===== config.mk =====
export PLATFORM = sky130hd
export DESIGN_NAME = mem_access_stage
export DESIGN_NICKNAME = d
export VERILOG_FILES = /design/src/rtl/mem_access_stage.sv
export SDC_FILE = /design/constraint.sdc
export NUM_CORES = 1
export LEC_CHECK = 0
export CAP_MARGIN = 20
export CELL_PAD_IN_SITES_DETAIL_PLACEMENT = 1
export CELL_PAD_IN_SITES_GLOBAL_PLACEMENT = 2
export CORE_ASPECT_RATIO = 0.9
export CORE_UTILIZATION = 20
export CTS_BUF_LIST = sky130_fd_sc_hd__clkbuf_8
export DETAILED_ROUTE_END_ITERATION = 8
export MAX_ROUTING_LAYER = met4
export PLACE_DENSITY_LB_ADDON = 0.2
export SLEW_MARGIN = 20
export SYNTH_ARGS = -nofsm -noshare
export SYNTH_HDL_FRONTEND = slang
export SYNTH_SLANG_ARGS = --single-unit

===== constraint.sdc =====
create_clock -name clk_i -period 1.9 [get_ports clk_i]
set_clock_uncertainty 0.15 [all_clocks]
set_input_delay 0.19 -clock clk_i [delete_from_list [all_inputs] [get_ports clk_i]]
set_output_delay 0.19 -clock clk_i [all_outputs]
set_load 0.005 [all_outputs]

===== src/rtl/mem_access_stage.sv =====
// mem_access_stage: EX/MEM pipeline register and data-memory access controller.
// Holds the EX result, drives a req/ack data memory, and stalls upstream while
// an access is outstanding. Bubbles (RegWrite_o=0) are shown toward writeback
// until an access completes.
// Optional build macro: MEM_TIMEOUT_EN enables an ACCESS watchdog that aborts
// after TIMEOUT_CYCLES cycles without mem_ack_i.
module mem_access_stage #(
   parameter int unsigned TIMEOUT_CYCLES = 16
) (
   input  logic        clk_i,
   input  logic        rst_i,
   input  logic        MemRead_i,
   input  logic        MemWrite_i,
   input  logic        MemtoReg_i,
   input  logic        RegWrite_i,
   input  logic [31:0] ALUResult_i,
   input  logic [31:0] WriteData_i,
   input  logic [4:0]  RD_i,
   input  logic        flush_i,
   output logic        mem_req_o,
   output logic        mem_we_o,
   output logic [31:0] mem_addr_o,
   output logic [31:0] mem_wdata_o,
   input  logic        mem_ack_i,
   input  logic [31:0] mem_rdata_i,
   output logic        stall_o,
   output logic        MemtoReg_o,
   output logic        RegWrite_o,
   output logic [31:0] Data_o,
   output logic [31:0] Result_o,
   output logic [4:0]  RD_o,
   output logic        err_o
);

   typedef enum logic [1:0] {IDLE, ACCESS, DONE} state_t;

   state_t      state, state_n;

   logic        s_mem_write;
   logic        s_memtoreg;
   logic        s_regwrite;
   logic [31:0] s_alu;
   logic [31:0] s_wdata;
   logic [4:0]  s_rd;
   logic [31:0] data_q;
   logic        err_q;
   logic        timed_out_q;

   logic        in_access;
   logic        in_mem;
   logic        in_aligned;
   logic        start_access;
   logic        misaligned;
   logic        timeout_hit;

   assign in_access    = (state == ACCESS);
   assign in_mem       = (MemRead_i | MemWrite_i) & ~flush_i;
   assign in_aligned   = (ALUResult_i[1:0] == 2'b00);
   assign start_access = in_mem & in_aligned;
   assign misaligned   = in_mem & ~in_aligned;

`ifdef MEM_TIMEOUT_EN
   logic [31:0] cnt_q;

   assign timeout_hit = in_access && !mem_ack_i && (cnt_q == TIMEOUT_CYCLES - 1);

   // Watchdog: counts ACCESS cycles without ack, restarts from 0 on each entry
   always_ff @(posedge clk_i) begin
      if (rst_i || !in_access) begin
         cnt_q <= '0;
      end else if (!mem_ack_i) begin
         cnt_q <= cnt_q + 32'd1;
      end
   end
`else
   assign timeout_hit = 1'b0;
`endif

   // State register
   always_ff @(posedge clk_i) begin
      if (rst_i) begin
         state <= IDLE;
      end else begin
         state <= state_n;
      end
   end

   // Next-state logic; IDLE and DONE both accept a new instruction this edge
   always_comb begin
      state_n = state;
      case (state)
         IDLE, DONE: state_n = start_access ? ACCESS : IDLE;
         ACCESS:     state_n = (mem_ack_i || timeout_hit) ? DONE : ACCESS;
         default:    state_n = IDLE;
      endcase
   end

   // Stage register: loads when not stalled; flush and misaligned accesses become bubbles
   always_ff @(posedge clk_i) begin
      if (rst_i) begin
         s_mem_write <= 1'b0;
         s_memtoreg  <= 1'b0;
         s_regwrite  <= 1'b0;
         s_alu       <= '0;
         s_wdata     <= '0;
         s_rd        <= '0;
      end else if (!in_access) begin
         if (flush_i || misaligned) begin
            s_mem_write <= 1'b0;
            s_memtoreg  <= 1'b0;
            s_regwrite  <= 1'b0;
            s_alu       <= '0;
            s_wdata     <= '0;
            s_rd        <= '0;
         end else begin
            s_mem_write <= MemWrite_i;
            s_memtoreg  <= MemtoReg_i;
            // a store (including read+write together) never writes the register file
            s_regwrite  <= RegWrite_i & ~MemWrite_i;
            s_alu       <= ALUResult_i;
            s_wdata     <= WriteData_i;
            s_rd        <= RD_i;
         end
      end
   end

   // Load data capture, error flag and timeout marker for the DONE cycle
   always_ff @(posedge clk_i) begin
      if (rst_i) begin
         data_q      <= '0;
         err_q       <= 1'b0;
         timed_out_q <= 1'b0;
      end else begin
         if (in_access && mem_ack_i) begin
            data_q <= mem_rdata_i;
         end
         if ((!in_access && misaligned) || timeout_hit) begin
            err_q <= 1'b1;
         end
         timed_out_q <= timeout_hit;
      end
   end

   // Outputs: memory interface from the stage register, bubble while ACCESS or after a timeout
   always_comb begin
      mem_req_o   = in_access;
      mem_we_o    = in_access & s_mem_write;
      mem_addr_o  = s_alu;
      mem_wdata_o = s_wdata;
      stall_o     = in_access;
      MemtoReg_o  = s_memtoreg;
      RegWrite_o  = s_regwrite & ~in_access & ~timed_out_q;
      Data_o      = data_q;
      Result_o    = s_alu;
      RD_o        = s_rd;
      err_o       = err_q;
   end

endmodule


Word level (Yosys, flattened, before mapping). Index checks and enable logic that the tools add are counted.

Bits of input ports: 109. Logic and storage cells: 38. Output and inout port bits: 139. Register bits: 107.

Eq/ne operators: 2. Mux-type cells: 9. Bitwise logic cells: 11. Reductions and logical operators: 7.

Operators with widths (number): $mux W32 (2); $and A1 B1 Y1 (6); $mux W5 (1); $logic_not A2 Y1 (2); $mux W1 (4); $not A1 Y1 (4); $pmux W2 S2 (1); $eq A2 B1 Y1 const B (1); $eq A2 B2 Y1 const B (1); $logic_and A1 B1 Y1 (2); $mux W2 (1); $reduce_or A2 Y1 (1); $logic_not A1 Y1 (1); $logic_or A1 B1 Y1 (1); $or A1 B1 Y1 (1).

Depth between registers and ports, before layout.
Depth in word-level cells: 5. Gate-level depth with buffers: 5. Gate-level depth less buffers: 4.

Worst setup path after synthesis. Ideal clock, no wire load.

Path type: register to register. Start: reg state[1]. End: reg s_memtoreg, in the netlist MemtoReg_o. Data arrival time: 1.295 ns. Required time: 1.690 ns. Buffers on the path: 1. Cell stages (with the launch flop): 6. Clock period less this slack: 1.505 ns. Setup time: 0.060 ns. Path slack: 0.395 ns. Path through: dfxtp_1 > nand2b_4 > inv_4 > nor4_4 > buf_6 > a22o_1.

Cells in the longest elaborated chain, start to end: 1.

Ends and longest elaborated chain: start, declared (RTL line 37) `state_t state, state_n;`; start signal, assigned (RTL line 84) `state <= state_n;`; $eq A2 B1 Y1 (RTL line 56) `assign in_access = (state == ACCESS);`; named net mem_req_o (RTL line 20) `output logic mem_req_o,`; end signal, assigned (RTL line 117) `s_memtoreg <= MemtoReg_i;`; end, declared (RTL line 40) `logic s_memtoreg;`.

The timed path passes the listed nets, and every way through them passes these cells. A chain may end at the register's enable or synchronous reset.

Worst setup path in the final report.
Start: reg state[1]. End: out mem_we_o.

Cells in the longest elaborated chain, start to end: 2.

Ends and longest elaborated chain: $eq A2 B1 Y1 (RTL line 56); $and A1 B1 Y1 (RTL line 147) `mem_we_o = in_access & s_mem_write;`; end, declared (RTL line 21) `output logic mem_we_o,`.

Every way passes these cells.

==> reports/results.tsv <==
metric	value	unit
synth.net_count	463	
cts_num_sinks	107	
postLayoutSetupSlackWorst	0.1373	ns
die_width	145.8	µm
final.min_clock_period	1.763	ns
drive_gt1_share	5.448	%
setup.worst_path.class	reg -> out	
root_buffer	sky130_fd_sc_hd__clkbuf_8	
avgSynthCellArea	10.52	µm²
cap_violations	0	
postSynthRegisterBits	107	
synth.yosys.seq_area_share	57.55	%
grt_overflow	0	
port_buffers	247	
design.die.area	0.01916	mm²
first_global_vias	3458	
wirelength	13.18	mm
ioPinCount	248	
grt_max_degree	50	
worstPathMaxFanout	7	
r2r_start	state[1]	
worstSetupStartpointType	flop	
num_antenna_cells	0	
critPathArrivalTime	1.42	ns
ant_nets	0	
max_freq	0.5673	GHz
clock_insertion_delay_worst_skew	0.36	ns
rows	46	
drt-wirelength-per-cell	16.29	µm
finalSetupViolations	0	
starting_density_of_the_core	20.80	%
hold_path_depth	3	
number_of_antenna_violations_at_the_first_check_in_global_routing	0	
cts_tree	done	
hold_path_class	in -> reg	
placement.setup.worst_slack	-0.003495	ns
grtUsageTotal	13.99	%
tightestPinTransition	0.3944	ns
initialDrtViolationCount	118	
peakVddDrop	0.3335	mV
status	complete, no violations	
via_count	3378	
min-delay-start	mem_rdata_i[22]	
cp-end-kind	output port	
post-route-period-util	92.77	%
report.final.hold_viol_count	0	
syn_inst	354	
htree_num_levels	3	
area_growth_syn_to_layout	73.65	%
remaining_drc_errors	0	
total_placed_cells_including_tap_cells	793	
synthesis.yosys.warnings	0	
fill_cells	1993	
cts.clk_slew.worst_paths	0.11	ns
final_net_count	673	
hold_bufs_at_cts	0	
via_per_inst	4.176	
timing_max_transition_violations_final	0	
rr_worst_depth	5	
post-cts-setup-buffers	0	
grt_pass1_wl	20.02	mm
p_leak	2.322	nW
gp_weighted_congestion	0.7273	
timing.hold.ws	0.1968	ns
cp_data_required_time	1.56	ns
cts_max_path_buffers	2	
core_area	0.01790	mm²
place_hpwl	9.627	mm
regToRegEndpoint	mem_wdata_o[22]	
power.density	694.6	mW/mm²
firstDrtPassIters	4	
synthDistinctLibCells	25	
reg2reg_slack	0.31	ns
syn-cell-area	0.003722	mm²
clock_buffer_count_from_cts	9	
worstHoldEndpoint	Data_o[22]	
slew_headroom	73.70	%
dieHeight	131.4	µm
finalNonFillerCells	809	
rsz0062_at_grt	false	
-- synthesized netlist by cell type --
cell	count	area (µm²)
sky130_fd_sc_hd__inv_1	1	3.750
sky130_fd_sc_hd__o21a_1	1	7.510
sky130_fd_sc_hd__a22o_1	71	621.9
sky130_fd_sc_hd__a32o_1	1	10.01
sky130_fd_sc_hd__nand3b_1	1	7.510
sky130_fd_sc_hd__buf_4	33	247.7
sky130_fd_sc_hd__nor4_1	1	6.260
sky130_fd_sc_hd__nor2_1	6	22.52
sky130_fd_sc_hd__nor4b_1	1	8.760
sky130_fd_sc_hd__and3_1	1	6.260
sky130_fd_sc_hd__buf_6	7	78.83
sky130_fd_sc_hd__or3_1	1	6.260
sky130_fd_sc_hd__o32a_1	1	10.01
sky130_fd_sc_hd__nor4_4	1	21.27
sky130_fd_sc_hd__buf_2	3	15.01
sky130_fd_sc_hd__nand2_1	64	240.2
sky130_fd_sc_hd__nand2b_4	1	13.76
sky130_fd_sc_hd__buf_1	1	3.750
sky130_fd_sc_hd__inv_4	1	6.260
sky130_fd_sc_hd__clkbuf_1	14	52.55
sky130_fd_sc_hd__a21oi_1	32	160.2
sky130_fd_sc_hd__and3b_1	1	8.760
sky130_fd_sc_hd__dfxtp_1	107	2142
sky130_fd_sc_hd__o22a_1	1	8.760
sky130_fd_sc_hd__and2_1	2	12.51
-- per-layer routing --
metal | share of wire (%) | GRT usage (%) | vias up | routed length (µm)
li1 | - | - | 1627 | -
met1 | 41 | 15.27 | 1618 | 5378
met2 | 51 | 24.08 | 120 | 6708
met3 | 6.4 | 4.028 | 13 | 848
met4 | 1.8 | 5.088 | 0 | 243
met5 | 0 | - | - | 0
-- power breakdown --
part / leakage (nW) / internal (W) / switching [W]
clock network: 0.117 / 0.000782 / 0.000824
registers: 0.868 / 0.00230 / 0.0000375
logic: 1.34 / 0.000382 / 0.000164
total: 2.32 / 0.00346 / 0.00103
-- flip-flops by register name, indices dropped and copies added, names as in the netlist --
signal	flops
state	2
Data_o	32
mem_wdata_o	32
err_o	1
s_mem_write	1
Result_o	32
RD_o	5
MemtoReg_o	1
s_regwrite	1
-- final cells by class --
cell class / instances / area [µm²] / share of cell area [%]
clock buffers: 10 / 137.6 / 2.129
clock inverters: 6 / 87.58 / 1.355
inverters: 2 / 10.01 / 0.1549
multi-input cells: 187 / 1180 / 18.25
flip-flops and latches: 107 / 2143 / 33.16
well taps: 240 / 300.3 / 4.646
repair buffers: 257 / 2605 / 40.30
-- through the flow --
stage / cell area (µm²) / power [W] / utilization, % / TNS (ns)
after CTS: 6464 / 0.004603 / 36.11 / 0
final: 6464 / 0.004490 / 36.11 / 0
after detailed placement: 6242 / 0.002942 / 34.87 / -0.003495
after global placement: 6242 / 0.002932 / 34.87 / 0
after floorplan: 3722 / 0.002541 / - / 0
after global routing: 6464 / 0.004718 / 36.11 / 0
-- worst max-delay path by stage --
stage                           from           end  cells after the start
after global placement    MemWrite_i  Result_o[18]                      5
after floorplan             state[1]    MemtoReg_o                      5
after detailed placement  MemWrite_i  Result_o[20]                      5
after global routing        state[1]      mem_we_o                      4
final                       state[1]      mem_we_o                      4
after CTS                   state[1]      mem_we_o                      4
-- cells in the final DEF, fill, tap and decap left out --
master / n
sky130_fd_sc_hd__nor2_1: 5
sky130_fd_sc_hd__and3_1: 1
sky130_fd_sc_hd__and3b_1: 1
sky130_fd_sc_hd__clkinv_4: 1
sky130_fd_sc_hd__dfxtp_2: 1
sky130_fd_sc_hd__nor4b_1: 1
sky130_fd_sc_hd__buf_4: 5
sky130_fd_sc_hd__nand2_1: 64
sky130_fd_sc_hd__buf_12: 5
sky130_fd_sc_hd__nor4_4: 1
sky130_fd_sc_hd__o21a_1: 1
sky130_fd_sc_hd__nand2b_4: 1
sky130_fd_sc_hd__o32a_1: 1
sky130_fd_sc_hd__and2_1: 2
sky130_fd_sc_hd__or3_1: 1
sky130_fd_sc_hd__dlygate4sd2_1: 4
sky130_fd_sc_hd__a22o_1: 71
sky130_fd_sc_hd__nor2_4: 1
sky130_fd_sc_hd__clkinv_2: 2
sky130_fd_sc_hd__a21oi_1: 32
sky130_fd_sc_hd__a32o_1: 1
sky130_fd_sc_hd__clkdlybuf4s50_1: 243
sky130_fd_sc_hd__nor4_1: 1
sky130_fd_sc_hd__clkbuf_8: 10
sky130_fd_sc_hd__bufinv_16: 2
sky130_fd_sc_hd__o22a_1: 1
sky130_fd_sc_hd__nand3b_1: 1
sky130_fd_sc_hd__inv_6: 1
sky130_fd_sc_hd__dfxtp_1: 106
sky130_fd_sc_hd__inv_4: 1
sky130_fd_sc_hd__inv_1: 1
-- cell families after synthesis --
logic type	Yosys count	synth area share [%]
flip-flops	107	57.55
AO/OA/AOI/OAI	107	21.98
AND/OR/NAND/NOR	80	9.513
buffers and inverters	60	10.96
-- what timing repair did --
item                       in CTS  in global routing
hold endpoints to repair        0                  0
setup endpoints to repair       4                  0
gates resized for setup         5                  0
-- worst max-delay path: stages (launching register included) --
cell                            delay (ns)
sky130_fd_sc_hd__dfxtp_1              0.35
sky130_fd_sc_hd__nand2b_4             0.18
sky130_fd_sc_hd__inv_4                0.07
sky130_fd_sc_hd__and2_1               0.17
sky130_fd_sc_hd__dlygate4sd2_1        0.29
Note: power is estimated with default switching activity, not from simulation.
